`config.mk`:
```
export PLATFORM = sky130hd
export DESIGN_NAME = hazard_scoreboard_flat
export DESIGN_NICKNAME = d
export VERILOG_FILES = /design/src/rtl/hazard_scoreboard_if.sv /design/src/rtl/hazard_scoreboard.sv /design/src/flat_wrapper.sv
export SDC_FILE = /design/constraint.sdc
export NUM_CORES = 1
export LEC_CHECK = 0
export BUFFER_PORTS_ARGS = -buffer_cell sky130_fd_sc_hd__buf_4
export CORE_MARGIN = 3
export CORE_UTILIZATION = 64
export CTS_BUF_LIST = sky130_fd_sc_hd__clkbuf_8
export DETAILED_ROUTE_END_ITERATION = 10
export PLACE_DENSITY = 0.95
export SYNTH_ARGS = -nofsm -noshare
export SYNTH_HDL_FRONTEND = slang
export SYNTH_SLANG_ARGS = --single-unit
```
`constraint.sdc`:
```
create_clock -name clk -period 5.2 [get_ports clk]
set_input_delay 0.26 -clock clk [delete_from_list [all_inputs] [get_ports clk]]
set_output_delay 0.26 -clock clk [all_outputs]
set_load 0.02 [all_outputs]
```
`src/rtl/hazard_scoreboard_if.sv`:
```
// ID-stage issue bundle between the decoder and the hazard scoreboard.
// The decoder (master) presents one decoded instruction per cycle; the
// scoreboard (slave) answers with the stall decision and its status.
interface hazard_scoreboard_if #(
    parameter int REG_ADDR_W  = 4,
    parameter int NUM_SRC     = 3,
    parameter int STALL_CNT_W = 16
);
    localparam int NUM_REGS = 2 ** REG_ADDR_W;

    logic                          issue_valid;
    logic [NUM_SRC*REG_ADDR_W-1:0] src;
    logic [NUM_SRC-1:0]            src_valid;
    logic [REG_ADDR_W-1:0]         dest;
    logic                          dest_wb_en;
    logic                          is_load;
    logic                          is_branch;
    logic                          fwd_en;
    logic                          hazard_detected;
    logic                          issue_fire;
    logic [NUM_REGS-1:0]           pending_mask;
    logic [STALL_CNT_W-1:0]        stall_count;

    modport master (
        output issue_valid, src, src_valid, dest, dest_wb_en,
               is_load, is_branch, fwd_en,
        input  hazard_detected, issue_fire, pending_mask, stall_count
    );

    modport slave (
        input  issue_valid, src, src_valid, dest, dest_wb_en,
               is_load, is_branch, fwd_en,
        output hazard_detected, issue_fire, pending_mask, stall_count
    );
endinterface

```
`src/rtl/hazard_scoreboard.sv`:
```
// Per-register in-flight write tracker for the ID stage.
// Each register carries two down-counters: cycles until the register-file
// copy is readable in ID (wb) and cycles until the result can be forwarded
// (fwd). A source operand stalls ID while the relevant counter is nonzero;
// branches resolve in ID and therefore always wait for the wb counter.
// Parameter legality: ALU_FWD_LAT, LOAD_FWD_LAT <= WB_LAT and WB_LAT >= 1.
module hazard_scoreboard #(
    parameter int REG_ADDR_W   = 4,
    parameter int NUM_SRC      = 3,
    parameter int WB_LAT       = 3,
    parameter int ALU_FWD_LAT  = 0,
    parameter int LOAD_FWD_LAT = 1,
    parameter int STALL_CNT_W  = 16
) (
    input  logic                clk,
    input  logic                rst,
    hazard_scoreboard_if.slave  bus
);
    localparam int NUM_REGS = 2 ** REG_ADDR_W;
    localparam int CNT_W    = $clog2(WB_LAT + 1);

    localparam logic [CNT_W-1:0] WB_LOAD_VAL   = CNT_W'(WB_LAT);
    localparam logic [CNT_W-1:0] ALU_FWD_VAL   = CNT_W'(ALU_FWD_LAT);
    localparam logic [CNT_W-1:0] LOAD_FWD_VAL  = CNT_W'(LOAD_FWD_LAT);
    localparam logic [CNT_W-1:0] CNT_ONE       = CNT_W'(1);

    logic [CNT_W-1:0]       wb_cnt_q  [NUM_REGS];
    logic [CNT_W-1:0]       wb_cnt_d  [NUM_REGS];
    logic [CNT_W-1:0]       fwd_cnt_q [NUM_REGS];
    logic [CNT_W-1:0]       fwd_cnt_d [NUM_REGS];
    logic [STALL_CNT_W-1:0] stall_cnt_q;
    logic [STALL_CNT_W-1:0] stall_cnt_d;

    logic                   hazard;
    logic                   fire;
    logic [NUM_REGS-1:0]    pending;

    // Hazard decision: any enabled source whose producer is still in flight.
    // The current instruction's own dest is deliberately not consulted.
    always_comb begin
        hazard = 1'b0;
        for (int i = 0; i < NUM_SRC; i++) begin
            if (bus.src_valid[i]) begin
                if (!bus.fwd_en || bus.is_branch) begin
                    if (wb_cnt_q[bus.src[i*REG_ADDR_W +: REG_ADDR_W]] != '0)
                        hazard = 1'b1;
                end else begin
                    if (fwd_cnt_q[bus.src[i*REG_ADDR_W +: REG_ADDR_W]] != '0)
                        hazard = 1'b1;
                end
            end
        end
        hazard = hazard & bus.issue_valid;
        fire   = bus.issue_valid & ~hazard;
    end

    // Next counter values: age every entry, then let a firing write reload its dest.
    always_comb begin
        for (int r = 0; r < NUM_REGS; r++) begin
            wb_cnt_d[r]  = (wb_cnt_q[r]  != '0) ? wb_cnt_q[r]  - CNT_ONE : '0;
            fwd_cnt_d[r] = (fwd_cnt_q[r] != '0) ? fwd_cnt_q[r] - CNT_ONE : '0;
        end
        if (fire && bus.dest_wb_en) begin
            wb_cnt_d[bus.dest]  = WB_LOAD_VAL;
            fwd_cnt_d[bus.dest] = bus.is_load ? LOAD_FWD_VAL : ALU_FWD_VAL;
        end
    end

    // Saturating performance counter of stalled cycles.
    always_comb begin
        stall_cnt_d = stall_cnt_q;
        if (hazard && (stall_cnt_q != '1))
            stall_cnt_d = stall_cnt_q + STALL_CNT_W'(1);
    end

    // State registers; reset drops every in-flight entry and wins over issue.
    always_ff @(posedge clk) begin
        if (rst) begin
            for (int r = 0; r < NUM_REGS; r++) begin
                wb_cnt_q[r]  <= '0;
                fwd_cnt_q[r] <= '0;
            end
            stall_cnt_q <= '0;
        end else begin
            for (int r = 0; r < NUM_REGS; r++) begin
                wb_cnt_q[r]  <= wb_cnt_d[r];
                fwd_cnt_q[r] <= fwd_cnt_d[r];
            end
            stall_cnt_q <= stall_cnt_d;
        end
    end

    // Pending view: a register is pending until its ID-readable copy lands.
    always_comb begin
        for (int r = 0; r < NUM_REGS; r++)
            pending[r] = (wb_cnt_q[r] != '0);
    end

    assign bus.hazard_detected = hazard;
    assign bus.issue_fire      = fire;
    assign bus.pending_mask    = pending;
    assign bus.stall_count     = stall_cnt_q;

endmodule

```
`src/flat_wrapper.sv`:
```
// flat-port wrapper written by rule: the top's interface ports become plain ports
module hazard_scoreboard_flat 
#(
    parameter int REG_ADDR_W   = 4,
    parameter int NUM_SRC      = 3,
    parameter int WB_LAT       = 3,
    parameter int ALU_FWD_LAT  = 0,
    parameter int LOAD_FWD_LAT = 1,
    parameter int STALL_CNT_W  = 16
)
  (clk, rst, bus_issue_valid, bus_src, bus_src_valid, bus_dest, bus_dest_wb_en, bus_is_load, bus_is_branch, bus_fwd_en, bus_hazard_detected, bus_issue_fire, bus_pending_mask, bus_stall_count);
  hazard_scoreboard_if #(.REG_ADDR_W(REG_ADDR_W), .NUM_SRC(NUM_SRC), .STALL_CNT_W(STALL_CNT_W)) bus_i ();
  input  logic clk;
  input  logic rst;
  input wire logic [$bits(bus_i.issue_valid)-1:0] bus_issue_valid;
  input wire logic [$bits(bus_i.src)-1:0] bus_src;
  input wire logic [$bits(bus_i.src_valid)-1:0] bus_src_valid;
  input wire logic [$bits(bus_i.dest)-1:0] bus_dest;
  input wire logic [$bits(bus_i.dest_wb_en)-1:0] bus_dest_wb_en;
  input wire logic [$bits(bus_i.is_load)-1:0] bus_is_load;
  input wire logic [$bits(bus_i.is_branch)-1:0] bus_is_branch;
  input wire logic [$bits(bus_i.fwd_en)-1:0] bus_fwd_en;
  output wire logic [$bits(bus_i.hazard_detected)-1:0] bus_hazard_detected;
  output wire logic [$bits(bus_i.issue_fire)-1:0] bus_issue_fire;
  output wire logic [$bits(bus_i.pending_mask)-1:0] bus_pending_mask;
  output wire logic [$bits(bus_i.stall_count)-1:0] bus_stall_count;
  assign bus_i.issue_valid = bus_issue_valid;
  assign bus_i.src = bus_src;
  assign bus_i.src_valid = bus_src_valid;
  assign bus_i.dest = bus_dest;
  assign bus_i.dest_wb_en = bus_dest_wb_en;
  assign bus_i.is_load = bus_is_load;
  assign bus_i.is_branch = bus_is_branch;
  assign bus_i.fwd_en = bus_fwd_en;
  assign bus_hazard_detected = bus_i.hazard_detected;
  assign bus_issue_fire = bus_i.issue_fire;
  assign bus_pending_mask = bus_i.pending_mask;
  assign bus_stall_count = bus_i.stall_count;
  hazard_scoreboard #(.REG_ADDR_W(REG_ADDR_W), .NUM_SRC(NUM_SRC), .WB_LAT(WB_LAT), .ALU_FWD_LAT(ALU_FWD_LAT), .LOAD_FWD_LAT(LOAD_FWD_LAT), .STALL_CNT_W(STALL_CNT_W)) u_core (.clk(clk), .rst(rst), .bus(bus_i));
endmodule
```
==> results.tsv, run 1 <==
metric	value	unit
grt_pass1_wl	18200	um
syn_to_final_growth	14.0	%
fmaxAchievable	330	MHz
setup_viol	0	
drtIter0Drc	313	
p_leak	1.97	nW
cap_violations	0	
netlist.area_leader.share	37.2	%
register_area	1600	um2
grt_start_max_net_pins	89	
io_buffers	59	
synthTopCellsByArea	dfxtp_1, mux4_2, a21oi_1	
hp-class	input pin to register	
ctsHtreeMaxLevel	3	
die_h	88.1	um
grt_usage	30.2	%
io_pins	60	
rows	29	
post_cts_buffers	0	
synth_cell_types	52	
maxSlewViolCount	0	
ctsHoldBuffers	0	
via_count	3972	
vias_per_cell	6.57	
detail_route.wl_per_cell	18.8	um
multi_input_area	2530	um2
use_met1	39.8	%
cp_max_fo	32	
antenna_found_initial	0	
core	6420	um2
syn_area_per_cell	9.00	um2
synthFlopType	dfxtp_1	
gr-usage-met3	6.30	%
final_antenna_net_count	0	
hold_ws	0.295	ns
tritoncts	yes	
synth_area	4310	um2
start_kind	register	
finalSetupTns	0	ns
clock_sinks	80	
n_fill_cell	459	
path_clk_slew	0.08	ns
fin_worst_skew	0.0113	ns
yosysTopAreaCell	dfxtp_1	
dieArea	7760	um2
min_period	3.03	ns
die_w	88.1	um
timing_hold_violations_final	0	
status	completed	
dr.pass1.iters	5	
start_util	67.1	%
numCtsBuffers	9	
yosys_warnings	0	
powerDensity	246	nW/um2
synth-seq-cells	80	
synthCells	479	
clk_latency	0.35	ns
clockBufferDepth	2	
cts_resized	0	
yosysMostFrequentCell	dfxtp_1	
root_buffer	clkbuf_8	
timing.final.ws_setup	2.17	ns
drive_above_1_share	24.8	%
ir_drop	0.210	mV
synth_edf_count	0	
arrival	2.77	ns
synthArstFlopShare	0	%
period_share	58.2	%
wl	11400	um
worst_ep_required_time	4.94	ns
synth_commonest_cells	dfxtp_1, a21oi_1, nand2_1, nor2_1, nand3_1	
ys_seq_area_share	37.2	%
gr-total-overflow	0	
postSynthNetCount	506	
drc_errors	0	
dpl_worst_slack	2.19	ns
finalNetCount	550	
met2_usage	50.7	%
top_usage_layer	met2	
tightest_slew	0.945	ns
dp_hpwl	8110	um
cp-end-kind	primary output	
grt_pass1_vias	3728	
relSlewSlack	37.0	%
diodes	0	
gp_congestion	0.915	
rsz0062_at_grt	false	
crit_type	register to primary output	
==> worst max-delay path: stages (launching register included) <==
cell      delay [ns]
dfxtp_1         0.35
or2_2           0.34
mux4_2          0.49
mux2i_1         0.15
a211o_1         0.14
and4bb_1        0.30
and2_4          0.39
nor2b_1         0.10
buf_4           0.17
==> metal layers <==
metal | up-vias | part of all wire [%]
li1 | 1850 | -
met5 | - | 0
met2 | 222 | 48
met1 | 1872 | 42
met4 | 0 | 1.9
met3 | 28 | 8.3
==> power by group <==
group	internal (mW)	switching [mW]	total [mW]
clock network	0.232	0.223	0.455
registers	0.615	0.00373	0.619
logic	0.0514	0.0828	0.134
==> sequential cells by signal, summed over array words and instances, names as in the netlist <==
name                    count
u_core.wb_cnt_q            32
u_core.fwd_cnt_q           32
u_core.bus.stall_count     16
==> path summary, 6_finish.rpt <==
check,startpoint,depth (start not counted),to,slack (ns)
max,u_core.wb_cnt_q[9][0],8,bus_hazard_detected,2.17
min,bus_dest[3],3,u_core.fwd_cnt_q[14][0],0.30
max reg2reg,u_core.fwd_cnt_q[1][1],8,u_core.bus.stall_count[7],2.27
min reg2reg,u_core.fwd_cnt_q[11][0],2,u_core.fwd_cnt_q[11][1],0.46
==> placed cells by master (no fill, tap or decap), drive strengths merged, types with 12 or more instances in the layout <==
cell type  instances
a21oi             43
and4b             12
buf               59
dfxtp             80
inv               12
mux2i             21
mux4              14
nand2             34
nand2b            20
nand3             27
nor2              31
nor2b             14
nor3              17
or2               16
or3b              16
==> through the flow <==
stage / utilization [%] / area, um2 / cells / total power [mW]
floorplan: - / 4310 / 479 / 0.726
global placement: 73.4 / 4710 / 589 / 0.762
detailed placement: 73.4 / 4710 / 589 / 0.765
CTS: 76.5 / 4910 / 605 / 1.22
global route: 76.5 / 4910 / 605 / 1.25
finish: 76.5 / 4910 / 605 / 1.21
==> kinds of logic after synthesis <==
kind of cell | after synthesis | synth area share (%)
compound gates | 78 | 11.1
xor+xnor | 1 | 0.203
fa+ha+maj | 1 | 0.290
buf+inv | 37 | 4.15
flops | 80 | 37.2
mux | 44 | 14.5
simple gates | 238 | 32.5
==> area by class of cell <==
cell class / count / area share (%)
Clock inverter: 6 / 1.22
Multi-Input combinational cell: 362 / 51.5
Tap cell: 77 / 1.96
Clock buffer: 10 / 2.80
Inverter: 11 / 0.891
Sequential cell: 80 / 32.6
Timing Repair Buffer: 59 / 9.02
(Power assumes the default switching activity.)
==> run 2: changes to the inputs <==
--- a/config.mk
+++ b/config.mk
@@ -7,10 +7,10 @@
 export LEC_CHECK = 0
 export BUFFER_PORTS_ARGS = -buffer_cell sky130_fd_sc_hd__buf_4
 export CORE_MARGIN = 3
-export CORE_UTILIZATION = 64
+export CORE_UTILIZATION = 54
 export CTS_BUF_LIST = sky130_fd_sc_hd__clkbuf_8
 export DETAILED_ROUTE_END_ITERATION = 10
-export PLACE_DENSITY = 0.95
+export PLACE_DENSITY = 0.9
 export SYNTH_ARGS = -nofsm -noshare
 export SYNTH_HDL_FRONTEND = slang
 export SYNTH_SLANG_ARGS = --single-unit
==> constraint.sdc (replaced) <==
create_clock -name clk -period 2.5 [get_ports clk]
set_input_delay 0.125 -clock clk [delete_from_list [all_inputs] [get_ports clk]]
set_output_delay 0.125 -clock clk [all_outputs]
set_load 0.02 [all_outputs]
==> run 2 against run 1 <==
Against the previous run: the run now ends with negative setup slack left; global-route usage down 0.94 points; combinational power rose to 3.0 times the previous value; critical path type is now register to register; worst hold slack got worse by 0.15 ns; first-iteration DRC count increased by 58%; power up 130%; final cell count grew 14%; register-to-register slack got worse by 2.4 ns; cell area grew 18%; routed wire length up 23%.
==> results.tsv, run 2 (synthesized netlist as in run 1, its figures left out) <==
metric	value	unit	change
status	complete, but fails checks		
violations	negative setup slack		
grt_usage	29.3	%	-0.94 points
clock_sinks	80		unchanged
syn_to_final_growth	34.3	%	
relSlewSlack	35.1	%	-2.0 points
dr_wl_met3	1180	um	+25%
period_share	105	%	
reg2regPathDepth	10		+2
fin_cells	688		+14%
crit_slowest_cell	dfxtp_1		
critPathMaxStageDelay	0.38	ns	-0.11 ns
final_cell_mix	buf_4, dfxtp_1, a21oi_1, nand2_1, dfxtp_2		
antenna_found_initial	0		unchanged
diodes	0		unchanged
hp-class	input pin to register		
grt_pass1_vias	4334		+16%
powerDensity	478	nW/um2	+94%
start_kind	register		
ir_drop	0.373	mV	+78%
place_area	5130	um2	+8.9%
io_buffers	59		unchanged
wl_met2	6840	um	+26%
cp_num_buf_inv	2		+1
timing_hold_violations_final	0		unchanged
rows	31		+6.9%
dpl_worst_slack	-0.127	ns	-2.31 ns
finalSetupTns	-0.758	ns	-0.758 ns
grt_pass1_wl	20600	um	+13%
wl_met1	5420	um	+13%
cp-startpoint	u_core.wb_cnt_q[6][0]		
final_area	5790	um2	+18%
gr-total-overflow	0		unchanged
hold_ws	0.144	ns	-0.151 ns
grt_start_max_net_pins	89		unchanged
min_period	2.62	ns	
cp.depth	10		+2
path_clk_slew	0.08	ns	about the same
fin_worst_skew	0.0117	ns	+0.000448 ns
crit_top_cell	buf_4		
crit_chain	buf_4 -> nor3b_1 -> o211ai_1 -> a31oi_1 -> a211o_1 -> and4bb_2 -> buf_4 -> and2_4 -> nor4_2 -> mux2_1		
dp_cells	660		+12%
dieArea	9090	um2	+17%
drive_above_1_share	43.6	%	+19 points
clockBufferDepth	2		unchanged
io_pins	60		unchanged
drtIter0Drc	493		+58%
detail_route.wl_per_cell	20.3	um	+8.0%
gp_congestion	1.06		+16%
arrival	2.87	ns	+0.10 ns
setup_viol	18		+18
die_h	95.3	um	+8.3%
fmaxAchievable	381	MHz	
timing.final.ws_setup	-0.122	ns	-2.29 ns
dp_hpwl	8730	um	+7.7%
cap_violations	0		unchanged
tightest_slew	0.967	ns	+0.0218 ns
wl	14000	um	+23%
die_w	95.3	um	+8.3%
p_leak	2.34	nW	+19%
tritoncts	yes		
finalNetCount	611		+11%
final_antenna_net_count	0		unchanged
r2r-start	u_core.wb_cnt_q[6][0]		
critical_path.top_delay_family	simple AND/OR/NAND/NOR gates		
root_buffer	clkbuf_8		
clk_latency	0.36	ns	about the same
core	7490	um2	+17%
min-delay-start	bus_dest[3]		
holdPathStages	3		unchanged
dr.pass1.iters	7		+2
ctsHtreeMaxLevel	3		unchanged
start_util	57.6	%	-9.5 points
final_common_cell	buf_4		
worst_ep_required_time	2.75	ns	-2.19 ns
cp-end-kind	register		
via_count	4426		+11%
n_fill_cell	451		-1.7%
rsz0062_at_grt	true		
top_layer	met4		
numCtsBuffers	9		unchanged
drc_errors	0		unchanged
cp_max_fo	7		-78%
vias_per_cell	6.43		-2.0%
crit_type	register to register		
maxSlewViolCount	0		unchanged
[run 2: changes by cell type in the layout (fill, tap and decap cells not counted), sizes merged]
| cell | change |
|---|---|
| buf | +59 |
| and2 | +2 |
| clkinv | -2 |
| bufinv | +1 |
| clkinvlp | +1 |
[run 2: final timing paths]
| check | endpoint | slack (ns) |
|---|---|---|
| max | u_core.bus.stall_count[8] | -0.12 |
| min | u_core.fwd_cnt_q[14][0] | 0.14 |
| max reg2reg | u_core.bus.stall_count[8] | -0.12 |
| min reg2reg | u_core.fwd_cnt_q[11][1] | 0.45 |
[run 2: tightest hold or removal path, cell delays in order]
cell	delay (ns)
buf_4	0.16
nand4_1	0.10
mux2i_1	0.07
[run 2: cell type report]
cell class	count	area (um2)	share of cell area [%]
multi-input combinational	364	2800	48.3
clock buffer	10	138	2.38
inverter	11	43.8	0.757
clock inverter	6	83.8	1.45
tap	99	124	2.14
timing repair buffer	118	953	16.5
sequential	80	1650	28.5
[run 2: stage by stage]
stage	power [mW]	utilization, %
after floorplan	1.51	-
after global placement	1.61	68.6
after detailed placement	1.62	68.6
after CTS	2.70	74.1
after global routing	2.84	77.3
final	2.76	77.3
[run 2: power breakdown]
group | leakage, nW | switching (mW) | internal, mW | total (mW)
registers | 0.663 | 0.00680 | 1.28 | 1.28
clock network | 0.110 | 0.493 | 0.584 | 1.08
logic | 1.57 | 0.228 | 0.174 | 0.402
total | 2.34 | 0.728 | 2.04 | 2.76
[run 2: repair_timing]
item                                    4_1_cts  5_1_grt
buffers inserted                              5        4
gates resized for setup                      42       63
gates cloned                                  1        2
endpoints found under the setup margin       54       78
hold buffers                                  0        0
pin swaps                                    13       13
[run 2: layer usage]
metal / global-route usage (%) / up-vias
met2: 50.7 / 291
met1: 34.8 / 2092
met5: 0 / -
li1: - / 1970
met3: 5.68 / 73
met4: 13.5 / 0
